[config.mk]
export PLATFORM = sky130hd
export DESIGN_NAME = ram_burst_reader_flat
export DESIGN_NICKNAME = d
export VERILOG_FILES = /design/src/rtl/ram_burst_reader_if.sv /design/src/rtl/ram_burst_reader.sv /design/src/flat_wrapper.sv
export SDC_FILE = /design/constraint.sdc
export NUM_CORES = 1
export LEC_CHECK = 0
export BUFFER_PORTS_ARGS = -buffer_cell sky130_fd_sc_hd__buf_2
export CAP_MARGIN = 25
export CORE_UTILIZATION = 55
export DETAILED_ROUTE_END_ITERATION = 7
export PLACE_DENSITY = 0.82
export SYNTH_ARGS = -nofsm -noshare
export SYNTH_HDL_FRONTEND = slang
export SYNTH_SLANG_ARGS = --single-unit
[constraint.sdc]
create_clock -name clock -period 2.1 [get_ports clock]
set_input_delay 0.42 -clock clock [delete_from_list [all_inputs] [get_ports clock]]
set_output_delay 0.42 -clock clock [all_outputs]
set_load 0.01 [all_outputs]
[src/rtl/ram_burst_reader_if.sv]
// Output stream of the RAM burst reader: one word per valid/ready handshake,
// with m_last marking the final word of a burst.
interface ram_burst_reader_if #(
  parameter int DWIDTH = 32
);
  logic              m_valid;
  logic              m_ready;
  logic [DWIDTH-1:0] m_data;
  logic              m_last;

  modport master (output m_valid, output m_data, output m_last, input m_ready);
  modport slave  (input m_valid, input m_data, input m_last, output m_ready);
endinterface

[src/rtl/ram_burst_reader.sv]
// Burst read sequencer for a one-cycle-latency synchronous RAM, streaming words via a 2-entry buffer.
// Optional RAM_RD_CHECKSUM_EN adds an XOR checksum output over the accepted beats.
module ram_burst_reader #(
  parameter int AWIDTH = 3,
  parameter int DWIDTH = 32
) (
  input  logic              clock,
  input  logic              reset_n,
  input  logic              start,
  input  logic [AWIDTH-1:0] base_addr,
  input  logic [AWIDTH:0]   burst_len,
  output logic              busy,
  output logic              done,
  output logic [AWIDTH-1:0] ram_addr,
  input  logic [DWIDTH-1:0] ram_rdata,
  ram_burst_reader_if.master m
`ifdef RAM_RD_CHECKSUM_EN
  ,
  output logic [DWIDTH-1:0] checksum
`endif
);

  localparam logic [AWIDTH:0] DEPTH_L = {1'b1, {AWIDTH{1'b0}}};
  localparam logic [AWIDTH:0] ONE_L   = {{AWIDTH{1'b0}}, 1'b1};

  typedef enum logic [1:0] {IDLE, FETCH, DRAIN} state_t;

  state_t            state, state_nx;
  logic [AWIDTH-1:0] base_q;
  logic [AWIDTH:0]   len_q, issued, beat, len_clamped;
  logic              inflight;
  logic [DWIDTH-1:0] buf_q [2];
  logic              wr_ptr, rd_ptr;
  logic [1:0]        count;
  logic [2:0]        occ;
  logic              pop, issue, accept, finish;

  assign pop      = m.m_valid & m.m_ready;
  assign busy     = (state != IDLE);
  assign ram_addr = base_q + issued[AWIDTH-1:0];
  assign m.m_valid = (count != 2'd0);
  assign m.m_data  = buf_q[rd_ptr];
  assign m.m_last  = m.m_valid && (beat == len_q - ONE_L);

  always_ff @(posedge clock or negedge reset_n) begin
    if (!reset_n) state <= IDLE;
    else          state <= state_nx;
  end

  // Issue only while buffered + in-flight words, less this cycle's pop, leave a free slot.
  always_comb begin
    state_nx    = state;
    issue       = 1'b0;
    accept      = 1'b0;
    finish      = 1'b0;
    len_clamped = (burst_len > DEPTH_L) ? DEPTH_L : burst_len;
    occ         = {1'b0, count} + {2'b00, inflight};
    case (state)
      IDLE: begin
        if (start) begin
          accept = 1'b1;
          if (len_clamped != '0) state_nx = FETCH;
        end
      end
      FETCH: begin
        issue = (issued != len_q) && (occ < (3'd2 + {2'b00, pop}));
        if (issued == len_q) state_nx = DRAIN;
      end
      DRAIN: begin
        if (!inflight && (count == {1'b0, pop})) begin
          finish   = 1'b1;
          state_nx = IDLE;
        end
      end
      default: state_nx = IDLE;
    endcase
  end

  always_ff @(posedge clock or negedge reset_n) begin
    if (!reset_n) begin
      base_q   <= '0;
      len_q    <= '0;
      issued   <= '0;
      beat     <= '0;
      inflight <= 1'b0;
      buf_q[0] <= '0;
      buf_q[1] <= '0;
      wr_ptr   <= 1'b0;
      rd_ptr   <= 1'b0;
      count    <= '0;
      done     <= 1'b0;
    end else begin
      if (accept) begin
        base_q <= base_addr;
        len_q  <= len_clamped;
        issued <= '0;
        beat   <= '0;
      end else begin
        if (issue) issued <= issued + ONE_L;
        if (pop)   beat   <= beat + ONE_L;
      end
      inflight <= issue;
      if (inflight) begin
        buf_q[wr_ptr] <= ram_rdata;
        wr_ptr        <= ~wr_ptr;
      end
      if (pop) rd_ptr <= ~rd_ptr;
      case ({inflight, pop})
        2'b10:   count <= count + 2'd1;
        2'b01:   count <= count - 2'd1;
        default: count <= count;
      endcase
      done <= finish | (accept && (len_clamped == '0));
    end
  end

`ifdef RAM_RD_CHECKSUM_EN
  always_ff @(posedge clock or negedge reset_n) begin
    if (!reset_n)   checksum <= '0;
    else if (accept) checksum <= '0;
    else if (pop)    checksum <= checksum ^ m.m_data;
  end
`endif

endmodule

[src/flat_wrapper.sv]
// flat-port wrapper written by rule: the top's interface ports become plain ports
module ram_burst_reader_flat 
#(
  parameter int AWIDTH = 3,
  parameter int DWIDTH = 32
)
  (clock, reset_n, start, base_addr, burst_len, busy, done, ram_addr, ram_rdata, m_m_valid, m_m_data, m_m_last, m_m_ready);
  ram_burst_reader_if #(.DWIDTH(DWIDTH)) m_i ();
  input  logic clock;
  input  logic reset_n;
  input  logic start;
  input  logic [AWIDTH-1:0] base_addr;
  input  logic [AWIDTH:0] burst_len;
  output logic busy;
  output logic done;
  output logic [AWIDTH-1:0] ram_addr;
  input  logic [DWIDTH-1:0] ram_rdata;
  output wire logic [$bits(m_i.m_valid)-1:0] m_m_valid;
  output wire logic [$bits(m_i.m_data)-1:0] m_m_data;
  output wire logic [$bits(m_i.m_last)-1:0] m_m_last;
  input wire logic [$bits(m_i.m_ready)-1:0] m_m_ready;
  assign m_m_valid = m_i.m_valid;
  assign m_m_data = m_i.m_data;
  assign m_m_last = m_i.m_last;
  assign m_i.m_ready = m_m_ready;
  ram_burst_reader #(.AWIDTH(AWIDTH), .DWIDTH(DWIDTH)) u_core (.clock(clock), .reset_n(reset_n), .start(start), .base_addr(base_addr), .burst_len(burst_len), .busy(busy), .done(done), .ram_addr(ram_addr), .ram_rdata(ram_rdata), .m(m_i));
endmodule
---- Yosys cells after proc, flatten, opt, wreduce, memory -nomap -nowiden ----
Cells that the tools add are included.
operators by class
  add/sub/neg operators ................... 8
  magnitude comparators ................... 5
  eq/ne operators ......................... 12
  multiplexer cells ....................... 22
  bitwise gates (word level) .............. 6
  reduce and logical (&&, ||, !) cells .... 15
operators with widths
  cell                   number
  $mux W32               4
  $bwmux W64             1
  $demux W32 S1          1
  $mux W4                5
  $reduce_bool A2 Y1     5
  $add A4 B1 Y4 const B  2
  $eq A4 B4 Y1           2
  $mux W2                4
  $ne A2 B1 Y1 const B   3
  $pmux W2 S3            1
  $logic_and A1 B1 Y1    5
  $mux W1                5
  $eq A2 B1 Y1 const B   2
  $eq A2 B2 Y1 const B   2
  $ge A2 B2 Y1 const B   2
  $gt A4 B4 Y1 const B   1
  $logic_not A4 Y1       1
  $ne A4 B4 Y1           1
  $not A1 Y2             2
  $pmux W2 S2            1
  $reduce_and A4 Y1      1
  $reduce_bool A4 Y1     1
  $sub A4 B1 Y4 const B  1
  $add A2 B1 Y3          1
  other kinds (13)       14
storage, ports and cells
  register bits after elaboration ......... 87
  word-level logic and storage cells ...... 80

---- Logic depth before layout (Yosys ltp) ----
  word-level depth ........................ 8
  gate-level depth with buffers ........... 6

---- Worst setup path before layout ----
No wires, ideal clock.
  path kind ............................... reg-to-output
  start point ............................. register u_core.issued[0]
  end point ............................... output port ram_addr[2]
  arrival time ............................ 1350 ps
  data required time ...................... 1680 ps
  slack ................................... 330 ps
  cell stages (with the launch flop) ...... 6
  path buffers ............................ 0
  cells stage by stage .................... dfrtp_1 > ha_1 > inv_1 > fa_1 > xor2_1 > xnor2_1
between the ends
  word-level cells in the longest chain between the ends .. 1
RTL lines
  what                    line                    RTL
  from (decl)             ram_burst_reader.sv:30  logic [AWIDTH:0] len_q, issued, beat, len_clamped;
  from (signal assigned)  ram_burst_reader.sv:99  if (issue) issued <= issued + ONE_L;
  $add A3 B3 Y3           ram_burst_reader.sv:40  assign ram_addr = base_q + issued[AWIDTH-1:0];
  to (decl)               flat_wrapper.sv:16      output logic [AWIDTH-1:0] ram_addr;
Every way passes these cells.

---- Worst setup path in the final report ----
  start point ............................. register u_core.len_q[1]
  end point ............................... output port m_m_last
between the ends
  word-level cells in the longest chain between the ends .. 3
RTL lines
  what                    line                    RTL
  from (decl)             ram_burst_reader.sv:30
  from (signal assigned)  ram_burst_reader.sv:95  len_q <= len_clamped;
  $sub A4 B1 Y4           ram_burst_reader.sv:43  assign m.m_last = m.m_valid && (beat == len_q - ONE_L);
  $eq A4 B4 Y1            ram_burst_reader.sv:43
  $logic_and A1 B1 Y1     ram_burst_reader.sv:43
  to (decl)               flat_wrapper.sv:20      output wire logic [$bits(m_i.m_last)-1:0] m_m_last;
Every way passes these cells.

==> flow_summary.yaml <==
power_and_ir_drop:
  pwr-share-seq_pct: 38.9
  power_frac_comb_pct: 48.3
  clock_power_share_pct: 12.7
  power.density_nw_per_um2: 1613
  p_leak_nw: 2.215
  finalPower_mw: 7.776
  p_int_mw: 5.041
  power.net_switching_mw: 2.735
  sw_frac_of_total_pct: 35.17
  ir_worst_vdd_uv: 802.5
global_routing:
  grt_max_degree: 38
  grt_util_all_layers_pct: 20.61
  overflow: 0
  grt_pass1_vias: 2609
  antenna_found_initial: 0
  grt_pass1_wl_um: 12030
clock_tree:
  path_clk_slew_ns: 0.08
  cts_made_buffers: 9
  cts-root-buf: "clkbuf_8"
  cts_tree: "done"
  ctsHtreeMaxLevel: 3
  ctsLongestPathBuffers: 2
  clock-sinks: 87
  clk_latency_ns: 0.34
drt:
  firstDrtPassIters: 4
  vias_per_cell: 5.207
  drt_iter0_markers: 40
  routedWlPerCell_um: 15.24
  wl_um: 7420
  drcViolationCount: 0
  ant_nets: 0
  vias: 2536
synth:
  async_reset_ff_share_pct: 100.0
  ys_seq_area_share_pct: 53.99
  synth_warnings: 0
  synth_top_cell_by_area: "dfrtp_1"
  synth-seq-cells: 87
  synth_flop_cell: "dfrtp_1"
  syn_inst: 295
  ys_top_cells_by_area: "dfrtp_1, mux2_2, xnor2_1"
  synth_nets: 346
  synthesis.area_um2: 4033
  synth-edff-count: 0
  synth.top_cells.by_count: "mux2_2, dfrtp_1, nand2_1"
  synth.distinct_cells: 37
  yosysMostFrequentCell: "mux2_2"
  netlist.area_leader.share_pct: 53.99
  syn_area_per_cell_um2: 13.67
timing:
  hold_violations: 0
  tns_ns: -0.01354
  finalMaxSlewViolations: 0
  post-route-period-util_pct: 100.6
  fin_hold_ws_ns: 0.02431
  final.setup_skew_ns: 0.01083
  setup_ws_ns: -0.01354
  worst_pin_slew_ns: 0.5304
  finalSetupViolCount: 1
  slew_headroom_pct: 64.31
  rsz0062_at_grt: "true"
  max_freq_mhz: 473.1
  final.min_clock_period_ns: 2.114
place:
  portBuffers: 81
  hpwl_um: 5226
  gp_congestion: 0.7742
  place_area_um2: 4586
outcome:
  violations: "setup timing"
  outcome: "finished with violations"
critical_path:
  path_class: "reg -> out"
  cp-start-kind: "flop"
  crit_fanout: 3
  endpoint_kind: "output port"
  cp.arrival_ns: 1.69
  crit_required_ns: 1.68
cells_and_area:
  nets: 438
  diodes: 0
  final_util_pct: 69.41
  design_area_um2: 4820
  areaGrowthSynthToFinish_pct: 19.52
  drive_gt1_share_pct: 56.52
floorplan:
  rows: 30
  core_area_um2: 6944
  die_w_um: 87.63
  die_height_um: 87.63
  pin_count: 82
  initial_utilization_pct: 58.07
  dieArea_um2: 7678
worst_hold_path:
  hp-class: "in -> async"
job:
  maxCapViolCount: 0
[power groups by stage]
stage / registers (mW) / clock network (mW) / logic [mW]
floorplan: 2.87 / 0 / 2.68
finish: 3.03 / 0.990 / 3.76
CTS: 3.01 / 1.03 / 3.71
detailed placement: 3.05 / 0 / 3.61
global placement: 2.98 / 0 / 3.52
global route: 3.14 / 1.09 / 4.12
[metrics by stage]
stage	cells	setup slack, ns
floorplan	295	0.3299
global placement	468	0.2613
detailed placement	468	0.1896
CTS	486	-0.07112
global route	487	-0.1332
finish	487	-0.01354
[final timing paths]
kind                                         startpoint                           end  slack [ns]  depth (start not counted)
min reg2reg                u_core.buf_q[11]$_DFFE_PN0P_  u_core.buf_q[11]$_DFFE_PN0P_        0.50                          1
max reg2reg                 u_core.count[0]$_DFFE_PN0P_   u_core.count[1]$_DFFE_PN0P_        0.47                          5
min                                             reset_n  u_core.buf_q[20]$_DFFE_PN0P_        0.02                          1
min in group clock                         base_addr[2]  u_core.base_q[2]$_DFFE_PN0P_        0.27                          3
max in group asynchronous                       reset_n   u_core.buf_q[0]$_DFFE_PN0P_        1.44                          2
max                         u_core.len_q[1]$_DFFE_PN0P_                      m_m_last       -0.01                          6
[per-layer routing]
metal / share of wire, % / GRT usage (%) / vias to the layer above
met3: 3.5 / 4.713 / 8
met1: 44 / 25.08 / 1269
met5: 0 / 0 / -
li1: - / - / 1215
met4: 0.93 / 6.706 / 0
met2: 51 / 36.36 / 44
[critical path, cell delays in order, from the launching register on]
cell       delay (ns)
dfrtp_1          0.42
inv_2            0.07
ha_4             0.18
xnor2_4          0.16
o211ai_1         0.12
a2111oi_2        0.22
buf_2            0.19
[cell usage in the layout (no fill, tap or decap), types with 6 or more instances in the layout]
cell,instances
dfrtp_1,86
nand2_1,20
xnor2_1,12
ha_1,6
xor2_1,6
clkbuf_8,10
mux2_2,95
buf_2,80
buf_4,11
inv_1,8
[repair_timing]
action                     CTS  global route
hold buffers                 0             0
buffers inserted             3             1
setup endpoints to repair    2             2
gates resized for setup      3             6
pin swaps                    1             1
[state kept, by name, indices dropped and copies added, names as in the netlist]
signal and flops:
u_core.base_q 3, u_core.issued 4, u_core.buf_q 64, u_core.state 2, u_core.len_q 4, u_core.inflight 1, u_core.done 1, u_core.rd_ptr 1
u_core.count 2, u_core.wr_ptr 1, u_core.beat 4
[layout make-up]
cell class	instances	area, µm²
clock buffers	11	141.4
clock inverters	4	22.52
fillers	503	2125
inverters	10	37.54
multi-input cells	186	1797
flip-flops and latches	87	2178
well taps	96	120.1
repair buffers	93	523.0
[kinds of logic (layout without fill, tap and decap cells)]
logic type | Yosys count | in the layout | share of synthesized area, %
mux | 99 | 99 | 27.55
flops | 87 | 87 | 53.99
simple gates | 47 | 47 | 6.330
buf+inv | 22 | 118 | 2.544
xor+xnor | 19 | 19 | 4.127
compound gates | 13 | 13 | 2.792
fa+ha+maj | 8 | 8 | 2.668
Note: power is estimated with default switching activity, not from simulation.
